===== config.mk =====
export PLATFORM = sky130hd
export DESIGN_NAME = led_pulse_stretch_flat
export DESIGN_NICKNAME = d
export VERILOG_FILES = /design/src/rtl/led_pulse_stretch_pkg.sv /design/src/rtl/led_pulse_stretch_if.sv /design/src/rtl/led_pulse_stretch_ch.sv /design/src/rtl/led_pulse_stretch.sv /design/src/flat_wrapper.sv
export SDC_FILE = /design/constraint.sdc
export NUM_CORES = 1
export LEC_CHECK = 0
export ABC_AREA = 1
export CAP_MARGIN = 20
export CORE_MARGIN = 4
export CORE_UTILIZATION = 54
export CTS_CLUSTER_SIZE = 20
export DETAILED_ROUTE_END_ITERATION = 16
export GPL_TIMING_DRIVEN = 0
export PLACE_DENSITY = 0.71
export SLEW_MARGIN = 40
export SYNTH_ARGS = -nofsm -noshare
export SYNTH_HDL_FRONTEND = slang
export SYNTH_SLANG_ARGS = --single-unit

===== constraint.sdc =====
create_clock -name clk -period 1.8 [get_ports clk]
set_input_delay 0.36 -clock clk [delete_from_list [all_inputs] [get_ports clk]]
set_output_delay 0.36 -clock clk [all_outputs]
set_load 0.1 [all_outputs]

===== src/rtl/led_pulse_stretch_pkg.sv =====
`default_nettype none
// ============================================================================
// Module      : led_pkg
// Description : Shared types and clock constants for the LED pulse stretcher.
// Revision    : 1.0 - initial release
// ============================================================================
package led_pkg;

  typedef enum logic [0:0] {
    IDLE = 1'b0,
    HOLD = 1'b1
  } stretch_state_t;

  localparam int CLK_HZ          = 125_000_000;
  localparam int DEFAULT_HOLD_MS = 100;

  function automatic int ms_to_cycles(input int ms);
    return (CLK_HZ / 1000) * ms;
  endfunction

endpackage
`default_nettype wire


===== src/rtl/led_pulse_stretch_if.sv =====
`default_nettype none
// ============================================================================
// Module      : led_pulse_stretch_if
// Description : Event-in / LED-out bundle between event logic and the stretcher.
// Revision    : 1.0 - initial release
// ============================================================================
interface led_pulse_stretch_if #(
  parameter int N_CH = 4
);

  logic            enable;
  logic [N_CH-1:0] pulse_in;
  logic            clear_missed;
  logic [N_CH-1:0] led_out;
  logic            busy;
  logic [N_CH-1:0] missed;

  modport master (
    output enable, pulse_in, clear_missed,
    input  led_out, busy, missed
  );

  modport slave (
    input  enable, pulse_in, clear_missed,
    output led_out, busy, missed
  );

endinterface
`default_nettype wire


===== src/rtl/led_pulse_stretch_ch.sv =====
`default_nettype none
// ============================================================================
// Module      : led_stretch_ch
// Description : One LED channel: IDLE/HOLD FSM, hold down-counter, missed flag.
// Revision    : 1.0 - initial release
// ============================================================================
module led_stretch_ch
  import led_pkg::*;
#(
  parameter int HOLD_CYCLES = 12_500_000,
  parameter int RETRIGGER   = 1
) (
  input  wire logic clk,
  input  wire logic reset,
  input  wire logic enable,
  input  wire logic pulse_in,
  input  wire logic clear_missed,
  output logic      led_out,
  output logic      led_next,
  output logic      missed
);

  localparam int            CW       = $clog2(HOLD_CYCLES + 1);
  localparam logic [CW-1:0] c_reload = CW'(HOLD_CYCLES - 1);
  localparam logic [CW-1:0] c_one    = CW'(1);

  stretch_state_t r_state;
  logic [CW-1:0]  r_cnt;
  logic           r_led;
  logic           r_missed;

  stretch_state_t w_state_next;
  logic [CW-1:0]  w_cnt_next;
  logic           w_event;
  logic           w_terminal;
  logic           w_drop;
  logic           w_led_next;
  logic           w_missed_next;

  assign w_event    = enable & pulse_in;
  assign w_terminal = (r_cnt == '0);

  always_ff @(posedge clk) begin
    if (reset) begin
      r_state  <= IDLE;
      r_cnt    <= '0;
      r_led    <= 1'b0;
      r_missed <= 1'b0;
    end else begin
      r_state  <= w_state_next;
      r_cnt    <= w_cnt_next;
      r_led    <= w_led_next;
      r_missed <= w_missed_next;
    end
  end

  // The terminal cycle counts as a free channel, so even in no-retrigger mode
  // an event there reloads instead of being dropped.
  always_comb begin
    w_state_next = r_state;
    w_cnt_next   = r_cnt;
    w_drop       = 1'b0;
    case (r_state)
      IDLE: begin
        if (w_event) begin
          w_state_next = HOLD;
          w_cnt_next   = c_reload;
        end
      end
      HOLD: begin
        if (w_event && ((RETRIGGER != 0) || w_terminal)) begin
          w_cnt_next = c_reload;
        end else begin
          w_drop = w_event;
          if (w_terminal) begin
            w_state_next = IDLE;
          end else begin
            w_cnt_next = r_cnt - c_one;
          end
        end
      end
      default: begin
        w_state_next = IDLE;
        w_cnt_next   = '0;
      end
    endcase
  end

  // A drop in the same cycle as clear_missed leaves the flag set.
  always_comb begin
    w_led_next    = (w_state_next == HOLD);
    w_missed_next = w_drop | (r_missed & ~clear_missed);
  end

  assign led_out  = r_led;
  assign led_next = w_led_next;
  assign missed   = r_missed;

endmodule
`default_nettype wire


===== src/rtl/led_pulse_stretch.sv =====
`default_nettype none
// ============================================================================
// Module      : led_pulse_stretch
// Description : N_CH independent event-to-LED pulse stretchers plus busy flag.
// Revision    : 1.0 - initial release
// ============================================================================
module led_pulse_stretch
  import led_pkg::*;
#(
  parameter int N_CH        = 4,
  parameter int HOLD_CYCLES = ms_to_cycles(DEFAULT_HOLD_MS),
  parameter int RETRIGGER   = 1
) (
  input  wire logic          clk,
  input  wire logic          reset,
  led_pulse_stretch_if.slave bus
);

  logic [N_CH-1:0] w_led;
  logic [N_CH-1:0] w_led_next;
  logic [N_CH-1:0] w_missed;
  logic            r_busy;

  generate
    for (genvar i = 0; i < N_CH; i++) begin : g_ch
      led_stretch_ch #(
        .HOLD_CYCLES (HOLD_CYCLES),
        .RETRIGGER   (RETRIGGER)
      ) u_ch (
        .clk          (clk),
        .reset        (reset),
        .enable       (bus.enable),
        .pulse_in     (bus.pulse_in[i]),
        .clear_missed (bus.clear_missed),
        .led_out      (w_led[i]),
        .led_next     (w_led_next[i]),
        .missed       (w_missed[i])
      );
    end
  endgenerate

  // Built from next-state LEDs so busy lines up with led_out cycle for cycle.
  always_ff @(posedge clk) begin
    if (reset) begin
      r_busy <= 1'b0;
    end else begin
      r_busy <= |w_led_next;
    end
  end

  assign bus.led_out = w_led;
  assign bus.busy    = r_busy;
  assign bus.missed  = w_missed;

endmodule
`default_nettype wire


===== src/flat_wrapper.sv =====
// flat-port wrapper written by rule: the top's interface ports become plain ports
module led_pulse_stretch_flat import led_pkg::*;
#(
  parameter int N_CH        = 4,
  parameter int HOLD_CYCLES = ms_to_cycles(DEFAULT_HOLD_MS),
  parameter int RETRIGGER   = 1
)
  (clk, reset, bus_enable, bus_pulse_in, bus_clear_missed, bus_led_out, bus_busy, bus_missed);
  led_pulse_stretch_if #(.N_CH(N_CH)) bus_i ();
  input  wire logic clk;
  input  wire logic reset;
  input wire logic [$bits(bus_i.enable)-1:0] bus_enable;
  input wire logic [$bits(bus_i.pulse_in)-1:0] bus_pulse_in;
  input wire logic [$bits(bus_i.clear_missed)-1:0] bus_clear_missed;
  output wire logic [$bits(bus_i.led_out)-1:0] bus_led_out;
  output wire logic [$bits(bus_i.busy)-1:0] bus_busy;
  output wire logic [$bits(bus_i.missed)-1:0] bus_missed;
  assign bus_i.enable = bus_enable;
  assign bus_i.pulse_in = bus_pulse_in;
  assign bus_i.clear_missed = bus_clear_missed;
  assign bus_led_out = bus_i.led_out;
  assign bus_busy = bus_i.busy;
  assign bus_missed = bus_i.missed;
  led_pulse_stretch #(.N_CH(N_CH), .HOLD_CYCLES(HOLD_CYCLES), .RETRIGGER(RETRIGGER)) u_core (.clk(clk), .reset(reset), .bus(bus_i));
endmodule

Word-level counts from Yosys, hierarchy flattened. Cells that the tools add are included.

Output and inout port bits: 9. Latch bits: 0. Bits in registers: 105. Bits in read-only memories: 0. Memory bits (writable): 0. Memories: 0.

Shift operators: 0. Multipliers: 0. Order comparisons: 0. Bitwise logic cells: 13. Reductions and logical operators: 9. Multiplexer cells: 32. Divide/modulo/power cells: 0. Equal/unequal tests: 8. Add/subtract/negate cells: 4.

Operator list (count): $mux W24 (12); $pmux W24 S2 (4); $logic_not A24 Y1 (4); $sub A24 B1 Y24 const B (4); $mux W1 (12); $ne A3 B3 Y1 const B (4); $and A1 B1 Y1 (8); $ne A2 B2 Y1 const B (4); $pmux W1 S2 (4); $reduce_and A2 Y1 (4); $not A1 Y1 (5); $reduce_or A4 Y1 (1).

Longest topological paths before layout. Gate-level depths: netlist (run 1).

Depth after elaboration: 5. Depth in mapped cells: 12. Mapped depth without buffers: 12.

Cells and area by module. A second synthesis (run 1) with hierarchy kept.

Cells, all modules: 1080. Area, all modules: 6974.2 µm².

By module, submodules not included: led_stretch_ch (instances 4, sequential area each 520.5 µm², cells an instance 269, area an instance 1735.4 µm²); led_pulse_stretch (instances 1, sequential area each 20.0 µm², cells an instance 4, area an instance 32.5 µm²).

Worst setup path before layout (run 1). Ideal clock, no wire load.

Path kind: reg-to-reg. Start point: register u_core.g_ch[2].u_ch.r_cnt[0]. End point: register u_core.g_ch[2].u_ch.r_cnt[22]. Library setup time: 0.115 ns. Path buffers: 1. Stages on the path, launching flop included: 12. Required time: 1.685 ns. Path slack: 0.193 ns. Arrival time: 1.492 ns. Period minus slack after synthesis: 1.607 ns. Cells stage by stage: dfxtp_1 > inv_1 > ha_1 > nand2_2 > nor2_4 > nand3_2 > nand2_4 > nand2_4 > buf_6 > a21o_1 > clkinv_1 > nor2_1.

Cells in the longest elaborated chain, start to end: 4. Elaborated cells on any way between the ends: 7.

RTL lines: start, declared (RTL line led_pulse_stretch_ch.sv:28) `logic [CW-1:0] r_cnt;`; start signal, assigned (RTL line led_pulse_stretch_ch.sv:51) `r_cnt <= w_cnt_next;`; $sub A24 B1 Y24 (RTL line led_pulse_stretch_ch.sv:78) `w_cnt_next = r_cnt - c_one;`; $mux W24 (RTL line led_pulse_stretch_ch.sv:75) `if (w_terminal) begin`; $mux W24 (RTL line led_pulse_stretch_ch.sv:71) `if (w_event && ((RETRIGGER != 0) || w_terminal)) begin`; $pmux W24 S2 (RTL line led_pulse_stretch_ch.sv:63) `case (r_state)`.

Parallel ways exist; a longest one is shown, timed or not. The select of a mux whose other input is x is not followed. A chain may end at the register's enable or synchronous reset.

Final worst setup path (run 1).
Start point: register u_core.g_ch[0].u_ch.r_led. End point: output port bus_led_out[0].

RTL lines: start, declared (RTL line led_pulse_stretch_ch.sv:29) `logic r_led;`; start signal, assigned (RTL line led_pulse_stretch_ch.sv:52) `r_led <= w_led_next;`; end, declared (RTL line flat_wrapper.sv:15) `output wire logic [$bits(bus_i.led_out)-1:0] bus_led_out;`.

No word-level cell between the ends.

==> flow_metrics.env, run 1 <==
export IMPL_status="finished clean"
export IMPL_yosysTopAreaCellShare=0.328
export IMPL_vias=6511
export IMPL_synth_distinct_cells=43
export IMPL_clkTransAtPathRegs_ns=0.07
export IMPL_maxCapViolations=0
export IMPL_htreeDepth=3
export IMPL_synthFlopType="dfxtp_1"
export IMPL_hold_violations=0
export IMPL_setup_violations_final=0
export IMPL_grt_ovfl_total=0
export IMPL_ys_ff_latch=105
export IMPL_syn_inst=1053
export IMPL_routed_wl_um=16600
export IMPL_syn_avg_cell_area_um2=6.09
export IMPL_synthTopCellsByArea="dfxtp_1 (33%), nand2_1 (16%), nor2_1 (11%)"
export IMPL_grt_pass1_vias=6073
export IMPL_max_freq_mhz=585
export IMPL_numCtsBuffers=9
export IMPL_drive_gt1_frac=0.118
export IMPL_portBuffers=16
export IMPL_synth_seq_area_share=0.328
export IMPL_crit_fanout=5
export IMPL_antenna_found_initial=0
export IMPL_path_class="reg -> out"
export IMPL_holdWs_ns=0.438
export IMPL_routed_wl_met2_um=7530
export IMPL_core_area_um2=11500
export IMPL_start_kind="flop"
export IMPL_postRouteAntennaNets=0
export IMPL_cts_tree="built"
export IMPL_pre_cts_ws_ns=-0.635
export IMPL_period_share=0.950
export IMPL_period_minus_slack_ns=1.71
export IMPL_start_util=0.557
export IMPL_worst_slew_pin_slew_ns=0.644
export IMPL_cp_required_ns=1.44
export IMPL_cp_end_kind="primary output"
export IMPL_clock_sinks=105
export IMPL_ios=17
export IMPL_diodes=0
export IMPL_hp_class="reg -> reg"
export IMPL_clk_latency_ns=0.36
export IMPL_layout_common_cells="nand2_1 (268), nor2_1 (179), inv_1 (118), dfxtp_1 (102), nand3_1 (89)"
export IMPL_drc_errors=0
export IMPL_track_usage=0.254
export IMPL_synth_cell_area_um2=6420
export IMPL_cts_buffer_depth=2
export IMPL_final_common_cell="nand2_1"
export IMPL_grt_pass1_wl_um=28200
export IMPL_vdd_drop_max_mv=0.550
export IMPL_area_growth_pct=14.0
export IMPL_tns_ns=0
export IMPL_wl_met1_um=7860
export IMPL_grt_max_degree=17
export IMPL_wl_met3_um=856
export IMPL_synth_warnings=0
export IMPL_synth_edf_count=0
export IMPL_die_width_um=117
export IMPL_dr_first_iter_drc_count=432
export IMPL_place_gp_congestion=0.901
export IMPL_postSynth_asyncResetShare=0
export IMPL_avgViaCountPerCell=5.25
export IMPL_cts_hold_buf=0
export IMPL_yosysTopAreaCell="dfxtp_1"
export IMPL_syn_num_nets=1065
export IMPL_dp_hpwl_um=12000
export IMPL_p_per_area_nw_per_um2=954
export IMPL_drt_first_pass_iters=6
export IMPL_maxSlewViolCount=0
export IMPL_finClkSkew_ns=0.00858
export IMPL_nets=1104
export IMPL_crit_arrival_ns=1.35
export IMPL_dieArea_um2=13700
export IMPL_top_layer_used="met4"
export IMPL_setup_ws_ns=0.0900
export IMPL_ctsRootBufferMaster="clkbuf_16"
export IMPL_post_drt_wl_per_cell_um=13.4
export IMPL_relSlewSlack=0.571
export IMPL_placementRows=39
export IMPL_p_leak_nw=3.36
export IMPL_die_h_um=117
[synthesized netlist by cell type (all sizes together), types with 8 or more instances]
cell / count
a21oi: 49
buf: 23
clkbuf: 11
dfxtp: 105
inv: 131
nand2: 281
nand3: 90
nand3b: 11
nand4: 31
nor2: 203
o21ai: 77
xor2: 8
[critical path: stages, from the launching register on]
cell and delay, ns:
dfxtp_1 0.44, buf_4 0.14, buf_2 0.41
[where the power goes]
group | switching, mW | internal [mW] | leakage, nW | total, mW
logic | 1.27 | 0.652 | 2.32 | 1.92
clock network | 0.912 | 1.44 | 0.173 | 2.35
registers | 0.195 | 2.52 | 0.867 | 2.71
total | 2.37 | 4.61 | 3.36 | 6.98
[logic make-up after synthesis]
logic type                 count (synthesis)  share of synthesized area
adders and majority gates                  4                    0.00780
and+or+nand+nor                          627                      0.423
buffers and inverters                    167                      0.112
DFF                                      105                      0.328
xor gates and xnor gates                  10                     0.0136
AOI/OAI and AO/OA                        140                      0.116
[state kept, by name, summed over array words and instances, names as in the netlist]
signal / count
u_core.g_ch.u_ch.r_cnt: 96
u_core.g_ch.u_ch.led_out: 4
u_core.g_ch.u_ch.missed: 4
u_core.bus.busy: 1
[per-stage QoR]
| step | total power, mW | util | cell area [µm²] | instances |
|---|---|---|---|---|
| 2_1_floorplan | 4.11 | - | 6420 | 1053 |
| 3_3_place_gp | 4.50 | 0.587 | 6760 | 1212 |
| 3_5_place_dp | 4.51 | 0.583 | 6710 | 1212 |
| 4_1_cts | 6.89 | 0.618 | 7120 | 1230 |
| 5_1_grt | 7.40 | 0.635 | 7320 | 1240 |
| 6_report | 6.98 | 0.635 | 7320 | 1240 |
[worst paths after layout]
path / startpoint / slack [ns] / to / cells past startpoint
setup / recovery: u_core.g_ch[0].u_ch.led_out / 0.09 / bus_led_out[0] / 2
hold / removal: u_core.g_ch[1].u_ch.missed / 0.44 / u_core.g_ch[1].u_ch.missed / 2
setup reg to reg: u_core.g_ch[1].u_ch.r_cnt[16] / 0.12 / u_core.bus.busy / 9
hold reg to reg: u_core.g_ch[1].u_ch.missed / 0.44 / u_core.g_ch[1].u_ch.missed / 2
[cell type report]
class	instances	area (µm²)
Buffer	34	229
Clock buffer	12	256
Clock inverter	4	98.8
Fill cell	1142	4200
Inverter	133	508
Multi-Input combinational cell	781	3730
Sequential cell	105	2110
Tap cell	143	179
Timing Repair Buffer	28	204
[metal layers]
layer / track usage / vias up
met2: 0.411 / 145
met5: 0 / -
met4: 0.0703 / 0
li1: - / 3434
met3: 0.0509 / 32
met1: 0.346 / 2900
[what timing repair did]
item | 4_1_cts | 5_1_grt
gates resized for setup | 13 | 46
endpoints found under the setup margin | 100 | 98
cloned | 0 | 1
pin swaps | 1 | 7
setup buffers | 2 | 9
No activity file was read; power rests on OpenSTA's default activity.
==> run 2: changes to the inputs <==
--- a/config.mk
+++ b/config.mk
@@ -8,11 +8,13 @@
 export ABC_AREA = 1
 export CAP_MARGIN = 20
 export CORE_MARGIN = 4
-export CORE_UTILIZATION = 54
+export CORE_UTILIZATION = 45
 export CTS_CLUSTER_SIZE = 20
 export DETAILED_ROUTE_END_ITERATION = 16
 export GPL_TIMING_DRIVEN = 0
-export PLACE_DENSITY = 0.71
+export PLACE_DENSITY = 0.61
+export RECOVER_POWER = 100
+export REMOVE_ABC_BUFFERS = 1
 export SLEW_MARGIN = 40
 export SYNTH_ARGS = -nofsm -noshare
 export SYNTH_HDL_FRONTEND = slang
==> flow_metrics.env, run 2 (synthesis gave the netlist of run 1 again) <==
export IMPL_status="finished clean"
export IMPL_place_inst=1216
export IMPL_clkTransAtPathRegs_ns=0.07
export IMPL_drc_errors=0
export IMPL_grt_max_degree=41
export IMPL_numCtsBuffers=9
export IMPL_relSlewSlack=0.639
export IMPL_cts_tree="built"
export IMPL_cp_required_ns=2.05
export IMPL_start_kind="flop"
export IMPL_crit_fanout=4
export IMPL_power_mw=6.58
export IMPL_wl_met3_um=705
export IMPL_avgViaCountPerCell=5.08
export IMPL_maxSlewViolCount=0
export IMPL_fill_cells=1462
export IMPL_grt_pass1_vias=5887
export IMPL_setup_violations_final=0
export IMPL_hold_violations=0
export IMPL_regMostFlops="u_core.g_ch.u_ch.r_cnt"
export IMPL_period_share=0.931
export IMPL_post_drt_wl_per_cell_um=12.9
export IMPL_place_gp_congestion=0.882
export IMPL_portBuffers=16
export IMPL_hp_class="reg -> reg"
export IMPL_path_cells="inv_1 > nand3_1 > nor2_1 > nand2_1 > nor2_1 > nand4_1 > nand3_1 > nand2_1"
export IMPL_final_common_cell="nand2_1"
export IMPL_top_layer_used="met4"
export IMPL_antenna_found_initial=0
export IMPL_dr_first_iter_drc_count=497
export IMPL_vdd_drop_max_mv=0.582
export IMPL_dieArea_um2=16200
export IMPL_cp_end_kind="flop"
export IMPL_cts_buffer_depth=2
export IMPL_die_width_um=127
export IMPL_vias=6414
export IMPL_nets=1089
export IMPL_max_freq_mhz=597
export IMPL_htreeDepth=3
export IMPL_fin_util=0.523
export IMPL_routed_wl_met2_um=7370
export IMPL_cp_top_family="simple AND/OR/NAND/NOR gates"
export IMPL_tns_ns=0
export IMPL_holdWs_ns=0.438
export IMPL_drive_gt1_frac=0.124
export IMPL_postRouteAntennaNets=0
export IMPL_finClkSkew_ns=0.00862
export IMPL_track_usage=0.209
export IMPL_p_per_area_nw_per_um2=902
export IMPL_routed_wl_um=16300
export IMPL_wl_met1_um=7950
export IMPL_ctsRootBufferMaster="clkbuf_16"
export IMPL_period_minus_slack_ns=1.68
export IMPL_crit_slowest_cell="nor2_1"
export IMPL_layout_common_cells="nand2_1 (263), nor2_1 (172), inv_1 (119), dfxtp_1 (102), nand3_1 (89)"
export IMPL_largest_register_ffs=96
export IMPL_rsz0062_at_grt="true"
export IMPL_start_util=0.461
export IMPL_final_cells=1262
export IMPL_ios=17
export IMPL_path_class="reg -> reg"
export IMPL_crit_arrival_ns=1.93
export IMPL_core_area_um2=13900
export IMPL_placementRows=43
export IMPL_p_leak_nw=3.31
export IMPL_diodes=0
export IMPL_grt_pass1_wl_um=28000
export IMPL_maxCapViolations=0
export IMPL_clk_latency_ns=0.36
export IMPL_area_growth_pct=13.6
export IMPL_dp_hpwl_um=10900
export IMPL_worst_slew_pin_slew_ns=0.544
export IMPL_grt_ovfl_total=0
export IMPL_slowest_delay_ns=0.34
export IMPL_die_h_um=127
export IMPL_cp_buffers_inverters=1
export IMPL_drt_first_pass_iters=5
export IMPL_clock_sinks=105
run 2: repair_timing:
item,CTS,global route
resized for setup,25,35
endpoints found under the hold margin,0,0
setup buffers,17,11
hold buffers,0,0
pin swaps,9,7
gates cloned,2,0
setup endpoints to repair,100,91
run 2: path summary, 6_finish.rpt:
| kind | start | endpoint | slack [ns] | cells past startpoint |
|---|---|---|---|---|
| hold / removal | u_core.g_ch[2].u_ch.missed | u_core.g_ch[2].u_ch.missed | 0.44 | 2 |
| setup reg to reg | u_core.g_ch[3].u_ch.r_cnt[0] | u_core.g_ch[3].u_ch.r_cnt[23] | 0.12 | 8 |
| hold reg to reg | u_core.g_ch[2].u_ch.missed | u_core.g_ch[2].u_ch.missed | 0.44 | 2 |
| setup / recovery | u_core.g_ch[3].u_ch.r_cnt[0] | u_core.g_ch[3].u_ch.r_cnt[23] | 0.12 | 8 |
run 2: worst reg2reg max path, cell delays in order, from the launching register on:
cell and delay, ns:
dfxtp_1 0.30, inv_1 0.14, nand3_1 0.18, nor2_1 0.34
nand2_1 0.19, nor2_1 0.18, nand4_1 0.10, nand3_1 0.09
nand2_1 0.05
run 2: power breakdown:
group / switching [mW] / leakage, nW / total, mW / internal (mW)
registers: 0.195 / 0.867 / 2.71 / 2.52
clock network: 0.920 / 0.146 / 1.98 / 1.06
logic: 1.25 / 2.30 / 1.89 / 0.639
run 2: through the flow:
stage | area, µm² | setup WS (ns)
2_1_floorplan | 6210 | -0.947
5_1_grt | 7290 | -0.0525
6_report | 7290 | 0.125
3_5_place_dp | 6570 | -1.70
3_3_place_gp | 6590 | -2.82
4_1_cts | 7110 | 0.00160
run 2: area by class of cell:
cell class	instances	area (µm²)	area share
multi-input combinational	783	3810	0.523
inverter	133	510	0.0700
sequential	105	2110	0.289
clock buffer	13	270	0.0371
clock inverter	3	22.5	0.00309
timing repair buffer	45	338	0.0464
tap	180	225	0.0309
run 2: layer usage:
layer	GRT usage	vias to the layer above
met5	0	-
met4	0.0511	0
met3	0.0531	18
met2	0.338	119
met1	0.279	2861
li1	-	3416
==> run 3: changes to the inputs <==
--- a/config.mk
+++ b/config.mk
@@ -12,7 +12,8 @@
 export CTS_CLUSTER_SIZE = 20
 export DETAILED_ROUTE_END_ITERATION = 16
 export GPL_TIMING_DRIVEN = 0
-export PLACE_DENSITY = 0.61
+export MAX_ROUTING_LAYER = met4
+export PLACE_DENSITY_LB_ADDON = 0.2
 export RECOVER_POWER = 100
 export REMOVE_ABC_BUFFERS = 1
 export SLEW_MARGIN = 40
==> flow_metrics.env, run 3 (synthesis gave the netlist of run 1 again) <==
export IMPL_status="finished clean"
export IMPL_place_inst=1216
export IMPL_antenna_found_initial=0
export IMPL_period_share=0.933
export IMPL_p_sw_mw=2.34
export IMPL_ctsRootBufferMaster="clkbuf_16"
export IMPL_p_per_area_nw_per_um2=900
export IMPL_portBuffers=16
export IMPL_p_leak_nw=3.29
export IMPL_rr_worst_depth=11
export IMPL_clock_sinks=105
export IMPL_grt_pass1_wl_um=27400
export IMPL_post_drt_wl_per_cell_um=12.8
export IMPL_diodes=0
export IMPL_place_gp_congestion=0.875
export IMPL_switching_share=0.358
export IMPL_htreeDepth=3
export IMPL_final_cells=1259
export IMPL_setup_ws_ns=0.120
export IMPL_cp_required_ns=2.04
export IMPL_die_h_um=127
export IMPL_regMostFlops="u_core.g_ch.u_ch.r_cnt"
export IMPL_cp_end_kind="flop"
export IMPL_path_cells="inv_2 > ha_4 > nand2_2 > nor2_4 > nand3_2 > nand2_4 > nand2_8 > nand2_2 > inv_2 > o21ai_2 > nand2_1"
export IMPL_largest_register_ffs=96
export IMPL_track_usage=0.207
export IMPL_grt_max_degree=44
export IMPL_routed_wl_um=16200
export IMPL_power_internal_mw=4.20
export IMPL_numCtsBuffers=9
export IMPL_max_freq_mhz=595
export IMPL_reg2reg_slack_ns=0.12
export IMPL_slowest_delay_ns=0.36
export IMPL_cp_buffers_inverters=2
export IMPL_hold_violations=0
export IMPL_fill_cells=1453
export IMPL_nets=1087
export IMPL_power_mw=6.54
export IMPL_cp_top_family="simple AND/OR/NAND/NOR gates"
export IMPL_postRouteAntennaNets=0
export IMPL_seqPwrFrac=0.415
export IMPL_placementRows=43
export IMPL_maxCapViolations=0
export IMPL_drt_first_pass_iters=5
export IMPL_relSlewSlack=0.633
export IMPL_period_minus_slack_ns=1.68
export IMPL_cp_depth=11
export IMPL_cts_hold_buf=0
export IMPL_finClkSkew_ns=0.00708
export IMPL_dieArea_um2=16200
export IMPL_area_growth_pct=13.2
export IMPL_dp_hpwl_um=10800
export IMPL_final_common_cell="nand2_1"
export IMPL_pre_cts_ws_ns=-1.68
export IMPL_crit_slowest_cell="dfxtp_1"
export IMPL_vias=6466
export IMPL_whs_path_depth=2
export IMPL_clkTransAtPathRegs_ns=0.07
export IMPL_grt_pass1_vias=5893
export IMPL_ios=17
export IMPL_crit_arrival_ns=1.92
export IMPL_maxSlewViolCount=0
export IMPL_drc_errors=0
export IMPL_clk_latency_ns=0.35
export IMPL_p_clk_frac=0.295
export IMPL_dr_first_iter_drc_count=476
export IMPL_setup_violations_final=0
export IMPL_start_kind="flop"
export IMPL_layout_common_cells="nand2_1 (264), nor2_1 (174), inv_1 (118), dfxtp_1 (103), nand3_1 (89)"
export IMPL_tns_ns=0
export IMPL_worst_slew_pin_slew_ns=0.553
export IMPL_path_class="reg -> reg"
export IMPL_vdd_drop_max_mv=0.506
export IMPL_avgViaCountPerCell=5.14
export IMPL_grt_ovfl_total=0
export IMPL_hp_class="reg -> reg"
export IMPL_p_comb_frac=0.290
export IMPL_die_width_um=127
export IMPL_cts_buffer_depth=2
export IMPL_core_area_um2=13900
export IMPL_cts_tree="built"
export IMPL_crit_fanout=20
export IMPL_start_util=0.461
export IMPL_fin_util=0.521
export IMPL_drive_gt1_frac=0.119
## run 3: repair_timing
item,CTS,global route
endpoints found under the setup margin,99,95
buffers inserted,18,7
endpoints found under the hold margin,0,0
gates resized for setup,20,44
cloned,3,0
pin swaps,8,6
## run 3: power groups by stage
stage | logic, mW | registers [mW] | clock network [mW]
2_1_floorplan | 1.29 | 2.76 | 0
3_3_place_gp | 1.68 | 2.75 | 0
3_5_place_dp | 1.70 | 2.75 | 0
4_1_cts | 1.79 | 2.70 | 1.98
5_1_grt | 2.17 | 2.74 | 2.06
6_report | 1.90 | 2.71 | 1.93
## run 3: worst min-delay path, delay by kind of cell, from the launching register on
| family | cells | cell delay, ns |
|---|---|---|
| DFF | 1 | 0.31 |
| and+or+nand+nor | 2 | 0.09 |
## run 3: through the flow
stage / cell area, µm² / hold slack (ns)
3_5_place_dp: 6570 / 0.425
6_report: 7260 / 0.437
5_1_grt: 7260 / 0.460
2_1_floorplan: 6210 / 0.422
3_3_place_gp: 6590 / 0.426
4_1_cts: 7090 / 0.437
## run 3: worst paths after layout
path | start | to
max | u_core.g_ch[2].u_ch.r_cnt[0] | u_core.g_ch[2].u_ch.r_cnt[23]
min | u_core.g_ch[0].u_ch.missed | u_core.g_ch[0].u_ch.missed
max reg2reg | u_core.g_ch[2].u_ch.r_cnt[0] | u_core.g_ch[2].u_ch.r_cnt[23]
min reg2reg | u_core.g_ch[0].u_ch.missed | u_core.g_ch[0].u_ch.missed
## run 3: area by class of cell
class | count | area [µm²] | area share
tap | 180 | 225 | 0.0310
timing repair buffer | 42 | 315 | 0.0434
inverter | 133 | 512 | 0.0705
multi-input combinational | 784 | 3820 | 0.526
clock buffer | 13 | 270 | 0.0372
clock inverter | 2 | 12.5 | 0.00172
sequential | 105 | 2100 | 0.290
## run 3: per-layer routing
metal,share of wire,global-route usage
met3,0.043,0.0435
met5,0,-
met2,0.46,0.325
met4,0.014,0.0524
met1,0.49,0.272
